[config.mk]
export PLATFORM = sky130hd
export DESIGN_NAME = alu_op_sequencer_flat
export DESIGN_NICKNAME = d
export VERILOG_FILES = /design/src/rtl/alu_pkg.sv /design/src/rtl/alu_op_sequencer_if.sv /design/src/rtl/alu_seq_md_step.sv /design/src/rtl/alu_op_sequencer.sv /design/src/flat_wrapper.sv
export SDC_FILE = /design/constraint.sdc
export NUM_CORES = 1
export LEC_CHECK = 0
export ABC_AREA = 1
export CORE_UTILIZATION = 52
export DETAILED_ROUTE_END_ITERATION = 8
export PLACE_DENSITY = 0.85
export SETUP_SLACK_MARGIN = 0.3
export SLEW_MARGIN = 5
export SYNTH_ARGS = -nofsm -noshare
export SYNTH_HDL_FRONTEND = slang
export SYNTH_SLANG_ARGS = --single-unit
[constraint.sdc]
create_clock -name clk -period 2.8 [get_ports clk]
set_input_delay 0.42 -clock clk [delete_from_list [all_inputs] [get_ports clk]]
set_output_delay 0.42 -clock clk [all_outputs]
set_load 0.03 [all_outputs]
[src/rtl/alu_pkg.sv]
// Shared definitions for the ALU front-end sequencer: ALU op codes,
// sequencer state encoding and the multiply/divide step mode.
package alu_pkg;

    localparam int ALU_OP_W = 4;

    localparam logic [ALU_OP_W-1:0] ALU_OR  = 4'd0;
    localparam logic [ALU_OP_W-1:0] ALU_AND = 4'd1;
    localparam logic [ALU_OP_W-1:0] ALU_XOR = 4'd2;
    localparam logic [ALU_OP_W-1:0] ALU_ADD = 4'd3;
    localparam logic [ALU_OP_W-1:0] ALU_SUB = 4'd4;
    localparam logic [ALU_OP_W-1:0] ALU_NOT = 4'd5;
    localparam logic [ALU_OP_W-1:0] ALU_MUL = 4'd6;
    localparam logic [ALU_OP_W-1:0] ALU_DIV = 4'd7;
    localparam logic [ALU_OP_W-1:0] ALU_SHL = 4'd8;
    localparam logic [ALU_OP_W-1:0] ALU_SHR = 4'd9;
    localparam logic [ALU_OP_W-1:0] ALU_ASR = 4'd10;
    localparam logic [ALU_OP_W-1:0] ALU_ROL = 4'd11;
    localparam logic [ALU_OP_W-1:0] ALU_ROR = 4'd12;

    typedef enum logic [2:0] {
        ST_IDLE,
        ST_EXEC,
        ST_MUL,
        ST_DIV,
        ST_DONE
    } seq_state_t;

    typedef enum logic {
        MD_MUL,
        MD_DIV
    } md_mode_t;

    // Ops the ALU completes in a single combinational pass.
    function automatic logic is_exec_op(input logic [ALU_OP_W-1:0] op);
        return (op <= ALU_NOT) || ((op >= ALU_SHL) && (op <= ALU_ROR));
    endfunction

endpackage

[src/rtl/alu_op_sequencer_if.sv]
// Request, response and ALU-drive signals of the sequencer; the sequencer
// uses the slave modport, the requester/ALU side the master modport.
interface alu_op_sequencer_if
    import alu_pkg::*;
#(
    parameter int WIDTH = 8
);

    logic                req_valid;
    logic                req_ready;
    logic [ALU_OP_W-1:0] req_op;
    logic [WIDTH-1:0]    req_a;
    logic [WIDTH-1:0]    req_b;
    logic [ALU_OP_W-1:0] alu_op;
    logic [WIDTH-1:0]    alu_a;
    logic [WIDTH-1:0]    alu_b;
    logic [WIDTH-1:0]    alu_result;
    logic                rsp_valid;
    logic                rsp_ready;
    logic [WIDTH-1:0]    rsp_hi;
    logic [WIDTH-1:0]    rsp_lo;
    logic                rsp_err;
    logic                busy;

    modport slave (
        input  req_valid, req_op, req_a, req_b, alu_result, rsp_ready,
        output req_ready, alu_op, alu_a, alu_b, rsp_valid, rsp_hi, rsp_lo, rsp_err, busy
    );

    modport master (
        output req_valid, req_op, req_a, req_b, alu_result, rsp_ready,
        input  req_ready, alu_op, alu_a, alu_b, rsp_valid, rsp_hi, rsp_lo, rsp_err, busy
    );

endinterface

[src/rtl/alu_seq_md_step.sv]
// One shift-add multiply or restoring-divide step: ALU operands for this
// step and the next {acc,mq} / {R,Q} given the ALU's combinational result.
module alu_seq_md_step
    import alu_pkg::*;
#(
    parameter int WIDTH = 8
) (
    input  md_mode_t         mode,
    input  logic [WIDTH-1:0] hi,
    input  logic [WIDTH-1:0] lo,
    input  logic [WIDTH-1:0] opnd,
    input  logic [WIDTH-1:0] alu_result,
    output logic [WIDTH-1:0] step_a,
    output logic [WIDTH-1:0] step_b,
    output logic [WIDTH-1:0] hi_next,
    output logic [WIDTH-1:0] lo_next
);

    logic [WIDTH:0] s;
    logic           carry;
    logic           take;

    always_comb begin
        s       = {hi, lo[WIDTH-1]};
        carry   = (alu_result < hi);
        take    = s[WIDTH] | (s[WIDTH-1:0] >= opnd);
        step_a  = '0;
        step_b  = '0;
        hi_next = hi;
        lo_next = lo;
        if (mode == MD_MUL) begin
            step_a  = hi;
            step_b  = lo[0] ? opnd : '0;
            // {carry, sum, mq} shifted right by one
            hi_next = {carry, alu_result[WIDTH-1:1]};
            lo_next = {alu_result[0], lo[WIDTH-1:1]};
        end else begin
            step_a  = s[WIDTH-1:0];
            step_b  = opnd;
            // ALU difference is exact mod 2^WIDTH even when the shifted-out bit was set
            hi_next = take ? alu_result : s[WIDTH-1:0];
            lo_next = {lo[WIDTH-2:0], take};
        end
    end

endmodule

[src/rtl/alu_op_sequencer.sv]
// Front-end controller for the 8-bit ALU: single-cycle ops pass through,
// MUL/DIV are sequenced as 8 ADD/SUB steps, results returned via rsp handshake.
module alu_op_sequencer
    import alu_pkg::*;
#(
    parameter int WIDTH = 8
) (
    input logic                clk,
    input logic                clear,
    alu_op_sequencer_if.slave  bus
);

    localparam int CNT_W = $clog2(WIDTH);
    localparam logic [CNT_W-1:0] CNT_LAST = CNT_W'(WIDTH - 1);

    seq_state_t          state_q, state_d;
    logic [CNT_W-1:0]    cnt_q;
    logic [ALU_OP_W-1:0] op_q;
    logic [WIDTH-1:0]    y_q, b_q, hi_q, lo_q;
    logic [WIDTH-1:0]    rsp_hi_q, rsp_lo_q;
    logic                err_q;
    logic                accept, req_err;
    md_mode_t            mode;
    logic [WIDTH-1:0]    step_a, step_b, hi_next, lo_next;

    assign accept  = bus.req_valid && (state_q == ST_IDLE);
    assign req_err = !is_exec_op(bus.req_op) && (bus.req_op != ALU_MUL) &&
                     !((bus.req_op == ALU_DIV) && (bus.req_b != '0));
    assign mode    = (state_q == ST_DIV) ? MD_DIV : MD_MUL;

    // MUL keeps M in Y and mq in lo; DIV keeps Q in lo and D in B.
    alu_seq_md_step #(.WIDTH(WIDTH)) u_md_step (
        .mode       (mode),
        .hi         (hi_q),
        .lo         (lo_q),
        .opnd       ((mode == MD_DIV) ? b_q : y_q),
        .alu_result (bus.alu_result),
        .step_a     (step_a),
        .step_b     (step_b),
        .hi_next    (hi_next),
        .lo_next    (lo_next)
    );

    always_ff @(posedge clk) begin
        if (clear) state_q <= ST_IDLE;
        else       state_q <= state_d;
    end

    always_comb begin
        state_d    = state_q;
        bus.alu_op = '0;
        bus.alu_a  = '0;
        bus.alu_b  = '0;
        case (state_q)
            ST_IDLE: begin
                if (bus.req_valid) begin
                    if (is_exec_op(bus.req_op))  state_d = ST_EXEC;
                    else if (!req_err)           state_d = (bus.req_op == ALU_MUL) ? ST_MUL : ST_DIV;
                    else                         state_d = ST_DONE;
                end
            end
            ST_EXEC: begin
                bus.alu_op = op_q;
                bus.alu_a  = y_q;
                bus.alu_b  = b_q;
                state_d    = ST_DONE;
            end
            ST_MUL, ST_DIV: begin
                bus.alu_op = (state_q == ST_MUL) ? ALU_ADD : ALU_SUB;
                bus.alu_a  = step_a;
                bus.alu_b  = step_b;
                if (cnt_q == CNT_LAST) state_d = ST_DONE;
            end
            ST_DONE: begin
                if (bus.rsp_ready) state_d = ST_IDLE;
            end
            default: state_d = ST_IDLE;
        endcase
    end

    always_ff @(posedge clk) begin
        if (clear) begin
            cnt_q    <= '0;
            op_q     <= '0;
            y_q      <= '0;
            b_q      <= '0;
            hi_q     <= '0;
            lo_q     <= '0;
            rsp_hi_q <= '0;
            rsp_lo_q <= '0;
            err_q    <= 1'b0;
        end else begin
            case (state_q)
                ST_IDLE: begin
                    if (accept) begin
                        op_q  <= bus.req_op;
                        y_q   <= bus.req_a;
                        b_q   <= bus.req_b;
                        cnt_q <= '0;
                        hi_q  <= '0;
                        lo_q  <= (bus.req_op == ALU_DIV) ? bus.req_a : bus.req_b;
                        err_q <= req_err;
                        if (req_err) begin
                            rsp_hi_q <= '0;
                            rsp_lo_q <= '0;
                        end
                    end
                end
                ST_EXEC: begin
                    rsp_lo_q <= bus.alu_result;
                    rsp_hi_q <= '0;
                end
                ST_MUL, ST_DIV: begin
                    hi_q  <= hi_next;
                    lo_q  <= lo_next;
                    cnt_q <= cnt_q + 1'b1;
                    if (cnt_q == CNT_LAST) begin
                        rsp_hi_q <= hi_next;
                        rsp_lo_q <= lo_next;
                    end
                end
                default: ;
            endcase
        end
    end

    assign bus.req_ready = (state_q == ST_IDLE);
    assign bus.busy      = (state_q != ST_IDLE);
    assign bus.rsp_valid = (state_q == ST_DONE);
    assign bus.rsp_hi    = rsp_hi_q;
    assign bus.rsp_lo    = rsp_lo_q;
    assign bus.rsp_err   = err_q;

endmodule

[src/flat_wrapper.sv]
// flat-port wrapper written by rule: the top's interface ports become plain ports
module alu_op_sequencer_flat import alu_pkg::*;
#(
    parameter int WIDTH = 8
)
  (clk, clear, bus_req_valid, bus_req_op, bus_req_a, bus_req_b, bus_alu_result, bus_rsp_ready, bus_req_ready, bus_alu_op, bus_alu_a, bus_alu_b, bus_rsp_valid, bus_rsp_hi, bus_rsp_lo, bus_rsp_err, bus_busy);
  alu_op_sequencer_if #(.WIDTH(WIDTH)) bus_i ();
  input logic clk;
  input logic clear;
  input wire logic [$bits(bus_i.req_valid)-1:0] bus_req_valid;
  input wire logic [$bits(bus_i.req_op)-1:0] bus_req_op;
  input wire logic [$bits(bus_i.req_a)-1:0] bus_req_a;
  input wire logic [$bits(bus_i.req_b)-1:0] bus_req_b;
  input wire logic [$bits(bus_i.alu_result)-1:0] bus_alu_result;
  input wire logic [$bits(bus_i.rsp_ready)-1:0] bus_rsp_ready;
  output wire logic [$bits(bus_i.req_ready)-1:0] bus_req_ready;
  output wire logic [$bits(bus_i.alu_op)-1:0] bus_alu_op;
  output wire logic [$bits(bus_i.alu_a)-1:0] bus_alu_a;
  output wire logic [$bits(bus_i.alu_b)-1:0] bus_alu_b;
  output wire logic [$bits(bus_i.rsp_valid)-1:0] bus_rsp_valid;
  output wire logic [$bits(bus_i.rsp_hi)-1:0] bus_rsp_hi;
  output wire logic [$bits(bus_i.rsp_lo)-1:0] bus_rsp_lo;
  output wire logic [$bits(bus_i.rsp_err)-1:0] bus_rsp_err;
  output wire logic [$bits(bus_i.busy)-1:0] bus_busy;
  assign bus_i.req_valid = bus_req_valid;
  assign bus_i.req_op = bus_req_op;
  assign bus_i.req_a = bus_req_a;
  assign bus_i.req_b = bus_req_b;
  assign bus_i.alu_result = bus_alu_result;
  assign bus_i.rsp_ready = bus_rsp_ready;
  assign bus_req_ready = bus_i.req_ready;
  assign bus_alu_op = bus_i.alu_op;
  assign bus_alu_a = bus_i.alu_a;
  assign bus_alu_b = bus_i.alu_b;
  assign bus_rsp_valid = bus_i.rsp_valid;
  assign bus_rsp_hi = bus_i.rsp_hi;
  assign bus_rsp_lo = bus_i.rsp_lo;
  assign bus_rsp_err = bus_i.rsp_err;
  assign bus_busy = bus_i.busy;
  alu_op_sequencer #(.WIDTH(WIDTH)) u_core (.clk(clk), .clear(clear), .bus(bus_i));
endmodule
==> run summary <==
Max Freq -> 419 MHz
Post-synthesis async set-or-reset flop share -> 0%
RSZ-0062 raised after global routing -> true
Fin crit share -> 85.2%
Layout cell share with drive strength beyond 1 -> 15.2%
Final nets -> 617
Clk_lat worst skew -> 350 ps
Vias per cell -> 5.65
Die width -> 84.3 µm
Syn Area/Cell -> 7.08 µm²
Max H-tree Level -> 3
Largest family of logic cells by synthesized area -> compound AO/OA/AOI/OAI gates
Crit path largest cell delay -> 410 ps
Worst Tran Pin Value -> 483 ps
Post-synthesis cell area -> 0.00353 mm²
Synth unique cells -> 36
Compound-cell area share of the yosys netlist -> 26.0%
ANT cells -> 0
Root Driver -> clkbuf_8
Total congestion overflow -> 0
Crit-path cells -> inv_2 -> nor2_2 -> inv_2 -> nor2_4 -> inv_4 -> o22ai_1 -> buf_4
CTS buffer count -> 9
YS warnings -> 0
Worst hold path type -> flip-flop to flip-flop
Post-Synth Adder-Cell Area -> 6.03%
CP endpoint kind -> output port
Power Density -> 601 mW/mm²
CTS Buffer Depth -> 2
Starting Density -> 54.6%
1st-iter DRT viols -> 331
P&R area growth vs syn -> 25.0%
Setup CP Type -> flip-flop to output port
I/O pin total -> 72
Die Height -> 84.3 µm
WP data arrival -> 1970 ps
Seq/Total Area, Yosys -> 33.5%
Post-Syn Instances -> 498
WL final -> 9960 µm
Max-slew violation count -> 0
Clock sink count -> 59
Total power -> 0.00265 W
Worst Clk Skew -> 10.6 ps
Simple-gate share of the synthesized area -> 21.8%
Core Region -> 0.00646 mm²
Post-synth EDFFs -> 0
# DRC -> 4
# setup viols final -> 0
Initial antenna violation count -> 0
Worst Slack Setup Final -> 414 ps
Site Rows -> 29
Via Count -> 3674
Setup TNS -> 0 ps
CP required -> 2380 ps
Failing checks -> design-rule violations
Slowest-stage cell, CP -> dfxtp_2
PortBufs -> 71
Portion of netlist area occupied by mux cells -> 0%
First drt pass iteration count -> 9
Seq cells post-synth -> 59
Synth Area in XOR/XNOR -> 0%
CP max FO -> 19
ANT nets after route -> 0
Run status -> finished, violations left
Worst path most repeated cell -> inv_2
Slew HR -> 67.6%
Syn Nets -> 547
Tmin final -> 2390 ps
Maximum vdd drop -> 0.396 mV
CP Launch Type -> flip-flop
Drt wl/cell -> 15.3 µm
CTS tree -> yes
Leak -> 1.81 nW
Primary FF master, synth -> dfxtp_1
Place WS -> 263 ps
Placer Congestion -> 1.02
Clk slew on worst S/H paths -> 70 ps
Die area -> 0.00711 mm²
First-pass GRT wire length -> 15800 µm
Vias in the first global route -> 3236
Number of max-cap violations -> 0
Post-DP HPWL -> 7370 µm
Total track usage -> 28.4%
Final hold vios -> 0
Largest net degree at the start of global routing -> 39
[layout make-up]
class	instances	area, µm²
clock inverters	6	32.5
fillers	588	2050
flip-flops and latches	59	1180
well taps	77	96.3
clock buffers	10	128
multi-input cells	346	1920
repair buffers	80	762
inverters	72	285
[cells in the mapped netlist (all sizes together), types with 7 or more instances]
cell type / number / share of area (%)
nand2: 130 / 15
inv: 71 / 7.6
a21oi: 64 / 10
dfxtp: 59 / 33
o21ai: 52 / 7.8
nand3: 21 / 3.0
nor2: 18 / 2.8
ha: 17 / 6.0
a22oi: 14 / 3.1
buf: 13 / 3.7
o22ai: 8 / 1.4
a31oi: 7 / 1.2
clkbuf: 7 / 0.75
o211ai: 7 / 1.5
[final timing paths]
kind,slack [ps],to,cells after the start,from
max,410,bus_alu_b[7],7,u_core.state_q[0]
max reg2reg,440,u_core.bus.rsp_hi[7],16,u_core.state_q[1]
min,450,u_core.op_q[2],2,u_core.op_q[2]
min reg2reg,450,u_core.op_q[2],2,u_core.op_q[2]
[through the flow]
step	area, µm²	hold slack [ps]	util [%]	cells
2_1_floorplan	3530	430	-	498
3_3_place_gp	4190	438	64.9	631
3_5_place_dp	4190	447	64.9	631
4_1_cts	4350	458	67.4	647
5_1_grt	4410	475	68.2	650
6_report	4410	454	68.2	650
[timing repair]
action                                  CTS  global route
resized for setup                        10            12
pin swaps                                 0             1
gates cloned                              0             1
endpoints found under the setup margin   25            27
hold buffers                              0             0
buffers inserted                          0             2
[sequential cells by signal, summed over array words and instances (netlist names), 3 cells and up]
name,cells
u_core.cnt_q,3
u_core.bus.rsp_hi,8
u_core.op_q,4
u_core.hi_q,8
u_core.b_q,8
u_core.state_q,3
u_core.lo_q,8
u_core.bus.rsp_lo,8
u_core.y_q,8
[where the power goes]
group	switching, W	internal (W)	total, W
Combinational	0.000622	0.000337	0.000960
Sequential	0.0000750	0.000944	0.00102
Clock	0.000355	0.000313	0.000668
[worst max-delay path, delay by kind of cell (launching register included)]
family	cells	cell delay (ps)
flops	1	410
compound gates	1	280
buf+inv	4	580
simple gates	2	340
[per-layer routing]
metal | wire length (µm) | vias to the layer above | GRT usage [%]
met5 | 0 | - | 0
met4 | 246 | 0 | 10.3
met3 | 893 | 26 | 5.80
met2 | 4570 | 205 | 47.2
met1 | 4250 | 1638 | 36.7
li1 | - | 1805 | -
[kinds of logic (layout without fill, tap and decap cells)]
family | Yosys count | count (layout)
AND/OR/NAND/NOR | 174 | 174
AO/OA/AOI/OAI | 155 | 155
adder cells (fa/ha/maj) | 17 | 17
flip-flops | 59 | 59
buffers and inverters | 93 | 168
[placed cells by master (no fill, tap or decap), types with 2 or more instances in the layout]
| master | Yosys | routed |
|---|---|---|
| nand4_1 | 2 | 2 |
| ha_1 | 17 | 17 |
| nand2_1 | 122 | 121 |
| nor3_1 | 2 | 2 |
| nor2_1 | 11 | 11 |
| dlygate4sd2_1 | 0 | 2 |
| clkbuf_2 | 0 | 2 |
| o21ai_0 | 29 | 29 |
| nand2_4 | 2 | 3 |
| dfxtp_2 | 0 | 3 |
| nor2_4 | 3 | 4 |
| a21oi_2 | 11 | 13 |
| dfxtp_1 | 59 | 56 |
| nor2_2 | 4 | 3 |
| o21ai_1 | 21 | 21 |
| nand2_2 | 5 | 5 |
| a31oi_1 | 7 | 7 |
| o22ai_1 | 8 | 8 |
| nand3_1 | 21 | 21 |
| o211ai_1 | 7 | 7 |
| clkbuf_8 | 0 | 9 |
| a22oi_1 | 13 | 13 |
| buf_4 | 1 | 21 |
| clkdlybuf4s50_1 | 0 | 52 |
| inv_1 | 63 | 62 |
| inv_2 | 8 | 8 |
| clkinv_2 | 0 | 5 |
| a21oi_1 | 53 | 51 |
Power figures use the tool's default switching activity.
==> RTL edit 1 (same settings) <==
Re-encode `seq_state_t` (5 states) as Gray code, 3 bits wide.
--- a/src/rtl/alu_pkg.sv
+++ b/src/rtl/alu_pkg.sv
@@ -19,11 +19,11 @@
     localparam logic [ALU_OP_W-1:0] ALU_ROR = 4'd12;
 
     typedef enum logic [2:0] {
-        ST_IDLE,
-        ST_EXEC,
-        ST_MUL,
-        ST_DIV,
-        ST_DONE
+        ST_IDLE = 3'b000,
+        ST_EXEC = 3'b001,
+        ST_MUL  = 3'b011,
+        ST_DIV  = 3'b010,
+        ST_DONE = 3'b110
     } seq_state_t;
 
     typedef enum logic {
Function: same outputs for any inputs over 10 cycles, from zero or initial values; not proved beyond that.
==> RTL edit 1 against the unedited design <==
  * Final cell count is 2.8% higher
  * Clock skew is 3.3 ps lower
  * Synthesized area is 3.8% lower
  * Worst setup slack worse by 110 ps
  * Fmax is 4.3% lower
  * Sequential share of layout area is 0.44 points lower
  * Sequential cell count stayed put
  * Wire length is 5.2% higher
  * Cell area is 1.6% higher
  * Largest cell class unchanged
Power is not compared: it rests on default switching activity, and its combinational part moved more than twofold at a synthesized area within 25%.
==> RTL edit 1: results (changes against the unedited design) <==
| Metric | Value |
|---|---|
| Status | completed |
| Grt met3 use | 0.0473 (-0.0108) |
| CTS resizes | 1 (-9) |
| Met1 Routed Length | 4320 um (+1.6%) |
| Worst Path Arrival | 2070 ps (+100 ps) |
| Gr usage total | 0.303 (+0.0185) |
| Crit path largest cell delay | 310 ps (-100 ps) |
| Hold Path Sink | u_core.op_q[0] |
| R2R Path Start | u_core.state_q[2] |
| Rel. slew slack | 0.312 (-0.363) |
| Synth area leaders | dfxtp_1 (35%), nand2_1 (13%), a21oi_1 (7.5%), o21ai_0 (6.9%), inv_1 (6.5%) |
| CP max FO | 5 (-14) |
| Hold slack | 456 ps (+1.77 ps) |
| Fillcell total | 530 (-9.9%) |
| Skew final | 7.25 ps (-3.31 ps) |
| RePlAce Congestion | 0.929 (-9.3%) |
| Final #Nets | 635 (+2.9%) |
| First-pass GRT wire length | 15400 um (-2.4%) |
| 1st-iter DRT viols | 309 (-6.6%) |
| Routed wl met3 | 831 um (-6.9%) |
| Register area share after synthesis | 0.348 (+0.0132) |
| M2 GR Usage | 0.507 (+0.0341) |
| Number of global-route vias before repair | 3327 (+2.8%) |
| Via density | 5.76 (+1.9%) |
| Syn Nets | 549 (+0.37%) |
| Count of cell types in the netlist | 30 (-17%) |
| Maximum clock path buffer count | 2 (unchanged) |
| Drt pass-1 iters | 5 (-4) |
| Hold_sp | u_core.op_q[0] |
==> RTL edit 1: cell families after synthesis <==
group           Yosys count  synth area share
simple gates            189             0.231
buf+inv                  89             0.111
flops                    59             0.348
fa+ha+maj                17            0.0627
compound gates          146             0.248
==> RTL edit 1: final cells by class <==
type | count | area [um2] | share of cell area
Timing Repair Buffer | 97 | 888 | 0.198
Tap cell | 77 | 96.3 | 0.0215
Clock inverter | 6 | 41.3 | 0.00922
Inverter | 67 | 260 | 0.0581
Clock buffer | 10 | 138 | 0.0307
Multi-Input combinational cell | 352 | 1870 | 0.418
Sequential cell | 59 | 1180 | 0.265
==> RTL edit 1: per-stage QoR <==
stage / cells / cell area, um2 / setup WS (ps)
2_1_floorplan: 500 / 3390 / 532
3_3_place_gp: 637 / 4120 / 451
3_5_place_dp: 637 / 4120 / 326
4_1_cts: 653 / 4300 / 318
5_1_grt: 668 / 4480 / 216
6_report: 668 / 4480 / 307
==> RTL edit 1: power by group through the flow <==
stage / sequential, mW / combinational [mW] / clock [mW]
2_1_floorplan: 1.58 / 2.03 / 0
3_3_place_gp: 1.38 / 3.12 / 0
4_1_cts: 1.38 / 3.21 / 0.699
6_report: 1.40 / 3.51 / 0.695
5_1_grt: 1.43 / 3.83 / 0.736
3_5_place_dp: 1.39 / 3.20 / 0
==> RTL edit 1: how the worst max path moves through the flow <==
stage | start | endpoint | slack [ps] | cells past startpoint
final | u_core.state_q[2] | bus_alu_a[7] | 310 | 9
after global routing | u_core.state_q[2] | bus_alu_a[7] | 220 | 9
after CTS | u_core.state_q[1] | u_core.hi_q[7] | 320 | 16
after detailed placement | u_core.state_q[1] | u_core.hi_q[7] | 330 | 16
after global placement | u_core.state_q[2] | u_core.hi_q[6] | 450 | 17
after floorplan | u_core.state_q[1] | u_core.hi_q[0] | 530 | 14
==> RTL edit 2 (config.mk and constraints unchanged) <==
Without the edit above. Change the package constant `ALU_DIV` from 4'd7 to 4'd5.
--- a/src/rtl/alu_pkg.sv
+++ b/src/rtl/alu_pkg.sv
@@ -11,7 +11,7 @@
     localparam logic [ALU_OP_W-1:0] ALU_SUB = 4'd4;
     localparam logic [ALU_OP_W-1:0] ALU_NOT = 4'd5;
     localparam logic [ALU_OP_W-1:0] ALU_MUL = 4'd6;
-    localparam logic [ALU_OP_W-1:0] ALU_DIV = 4'd7;
+    localparam logic [ALU_OP_W-1:0] ALU_DIV = 4'd5;
     localparam logic [ALU_OP_W-1:0] ALU_SHL = 4'd8;
     localparam logic [ALU_OP_W-1:0] ALU_SHR = 4'd9;
     localparam logic [ALU_OP_W-1:0] ALU_ASR = 4'd10;
Function: changed (Yosys sat finds a counterexample within 4 cycles, from zero or initial values).
==> RTL edit 2 against the unedited design <==
  * Clock skew is 2.4 ps lower
  * Highest routed layer unchanged
  * Worst setup slack got worse by 55 ps
  * Total power grew 5.6%
  * Sequential cell count is the same
  * Wire length up 3.8%
  * Cell area shrank 0.68%
  * Synthesized cell count down 6.2%
  * Utilization grew 4.8 points
  * Hold slack worse by 1.3 ps
  * Die area decreased by 6.8%
  * Synthesized area shrank 7.0%
  * Non-clock buffer count grew 6
==> RTL edit 2: results (changes against the unedited design) <==
| Metric | Value |
|---|---|
| Rel. slew slack | 0.406 (-0.269) |
| LEAKAGE | 1.74 nW (-3.9%) |
| Synth area leaders | dfxtp_1 (36%), nand2_1 (12%), a21oi_1 (9.9%), o21ai_0 (7.8%), ha_1 (6.5%) |
| Synthesis Warnings | 0 (unchanged) |
| Drt pass-1 iters | 7 (-2) |
| Register area share after synthesis | 0.360 (+0.0252) |
| Worst Path Arrival | 2020 ps (+50 ps) |
| RePlAce Congestion | 0.940 (-8.2%) |
| CP max FO | 19 (unchanged) |
| Number of port buffers | 71 (unchanged) |
| Most instantiated cells after synthesis | nand2_1 (103), a21oi_1 (65), dfxtp_1 (59), o21ai_0 (51), inv_1 (50) |
| Skew final | 8.11 ps (-2.44 ps) |
| HP Class | flop to flop |
| Async set-reset flop share out of synthesis | 0 (unchanged) |
| Ant. Diodes | 0 (unchanged) |
| 1st-iter DRT viols | 398 (+20%) |
| Syn Nets | 516 (-5.7%) |
| H-tree lvl count | 3 (unchanged) |
| Final setup violation count | 0 (unchanged) |
| Final #Nets | 593 (-3.9%) |
| Worst skew pair latency | between 300 and 400 ps |
| Share of post-route cells with drive strength above 1 | 0.160 (+0.00846) |
| Antenna violations before repair | 0 (unchanged) |
| Gr usage total | 0.318 (+0.0341) |
| Vias | 3638 (-0.98%) |
| Count of cell types in the netlist | 32 (-11%) |
| Dpl hpwl | 7320 um (-0.61%) |
| Number of global-route vias before repair | 3351 (+3.6%) |
| Fillcell total | 461 (-22%) |
| Largest net degree at the start of global routing | 33 (-15%) |
| Max-Cap Viols | 0 (unchanged) |
| Setup WS pre-CTS | 268 ps (+4.33 ps) |
| Maximum clock path buffer count | 2 (unchanged) |
| First-pass GRT wire length | 15700 um (-0.75%) |
| Worst-path clk slew | 70 ps (about the same) |
| CTS Buf Count | 9 (unchanged) |
| Clock root buffer | clkbuf_8 |
| Avg WL per Cell | 16.6 um (+8.2%) |
| Maximum VDD drop | 0.522 mV (+32%) |
| Status | completed |
==> RTL edit 2: cell type report <==
class,instances,share of cell area
multi-input combinational,330,0.417
sequential,59,0.271
timing repair buffer,86,0.187
inverter,58,0.0532
clock buffer,12,0.0332
tap,75,0.0214
clock inverter,4,0.0169
==> RTL edit 2: critical path, stage by stage (launching register included) <==
cell and delay [ps]:
dfxtp_1 360, inv_2 70, nand2_2 70, buf_6 180, nor2_4 130, buf_6 150
clkinvlp_4 190, o32ai_2 320, buf_4 210
==> RTL edit 2: final timing paths <==
| kind | cells past startpoint | start | to | slack [ps] |
|---|---|---|---|---|
| worst max-delay path | 8 | u_core.state_q[2] | bus_alu_b[6] | 360 |
| worst min-delay path | 2 | u_core.op_q[0] | u_core.op_q[0] | 450 |
| worst max register to register | 16 | u_core.state_q[2] | u_core.lo_q[0] | 440 |
| worst min register to register | 2 | u_core.op_q[0] | u_core.op_q[0] | 450 |
==> RTL edit 2: power breakdown <==
group	switching (mW)	internal (mW)	leakage, nW
clock network	0.352	0.526	0.111
logic	0.569	0.330	1.14
registers	0.0767	0.940	0.485
total	0.998	1.80	1.74
==> RTL edit 2: cell families (layout without fill, tap and decap cells) <==
kind of cell / after synthesis / in the layout / share of synthesized area
AO/OA/AOI/OAI: 158 / 158 / 0.269
AND/OR/NAND/NOR: 155 / 155 / 0.205
buffers and inverters: 78 / 160 / 0.101
flip-flops: 59 / 59 / 0.360
adder cells (fa/ha/maj): 17 / 17 / 0.0649
==> RTL edit 2: stage by stage <==
step	std cells	cell area, um2
2_1_floorplan	467	3280
3_3_place_gp	602	4000
3_5_place_dp	602	4000
4_1_cts	618	4220
5_1_grt	624	4380
6_report	624	4380
==> RTL edit 2: what timing repair did <==
| action | in CTS | in global routing |
|---|---|---|
| setup buffers | 0 | 5 |
| hold buffers | 0 | 0 |
| setup endpoints to repair | 19 | 37 |
| gates resized for setup | 8 | 35 |
| cloned | 0 | 1 |
| pin swaps | 0 | 5 |
==> RTL edit 2: metal layers <==
layer | vias up | GRT usage | routed length, um
met3 | 33 | 0.0611 | 990
met1 | 1652 | 0.386 | 4210
met2 | 217 | 0.527 | 4800
li1 | 1736 | - | -
met4 | 0 | 0.177 | 343
met5 | - | 0 | 0
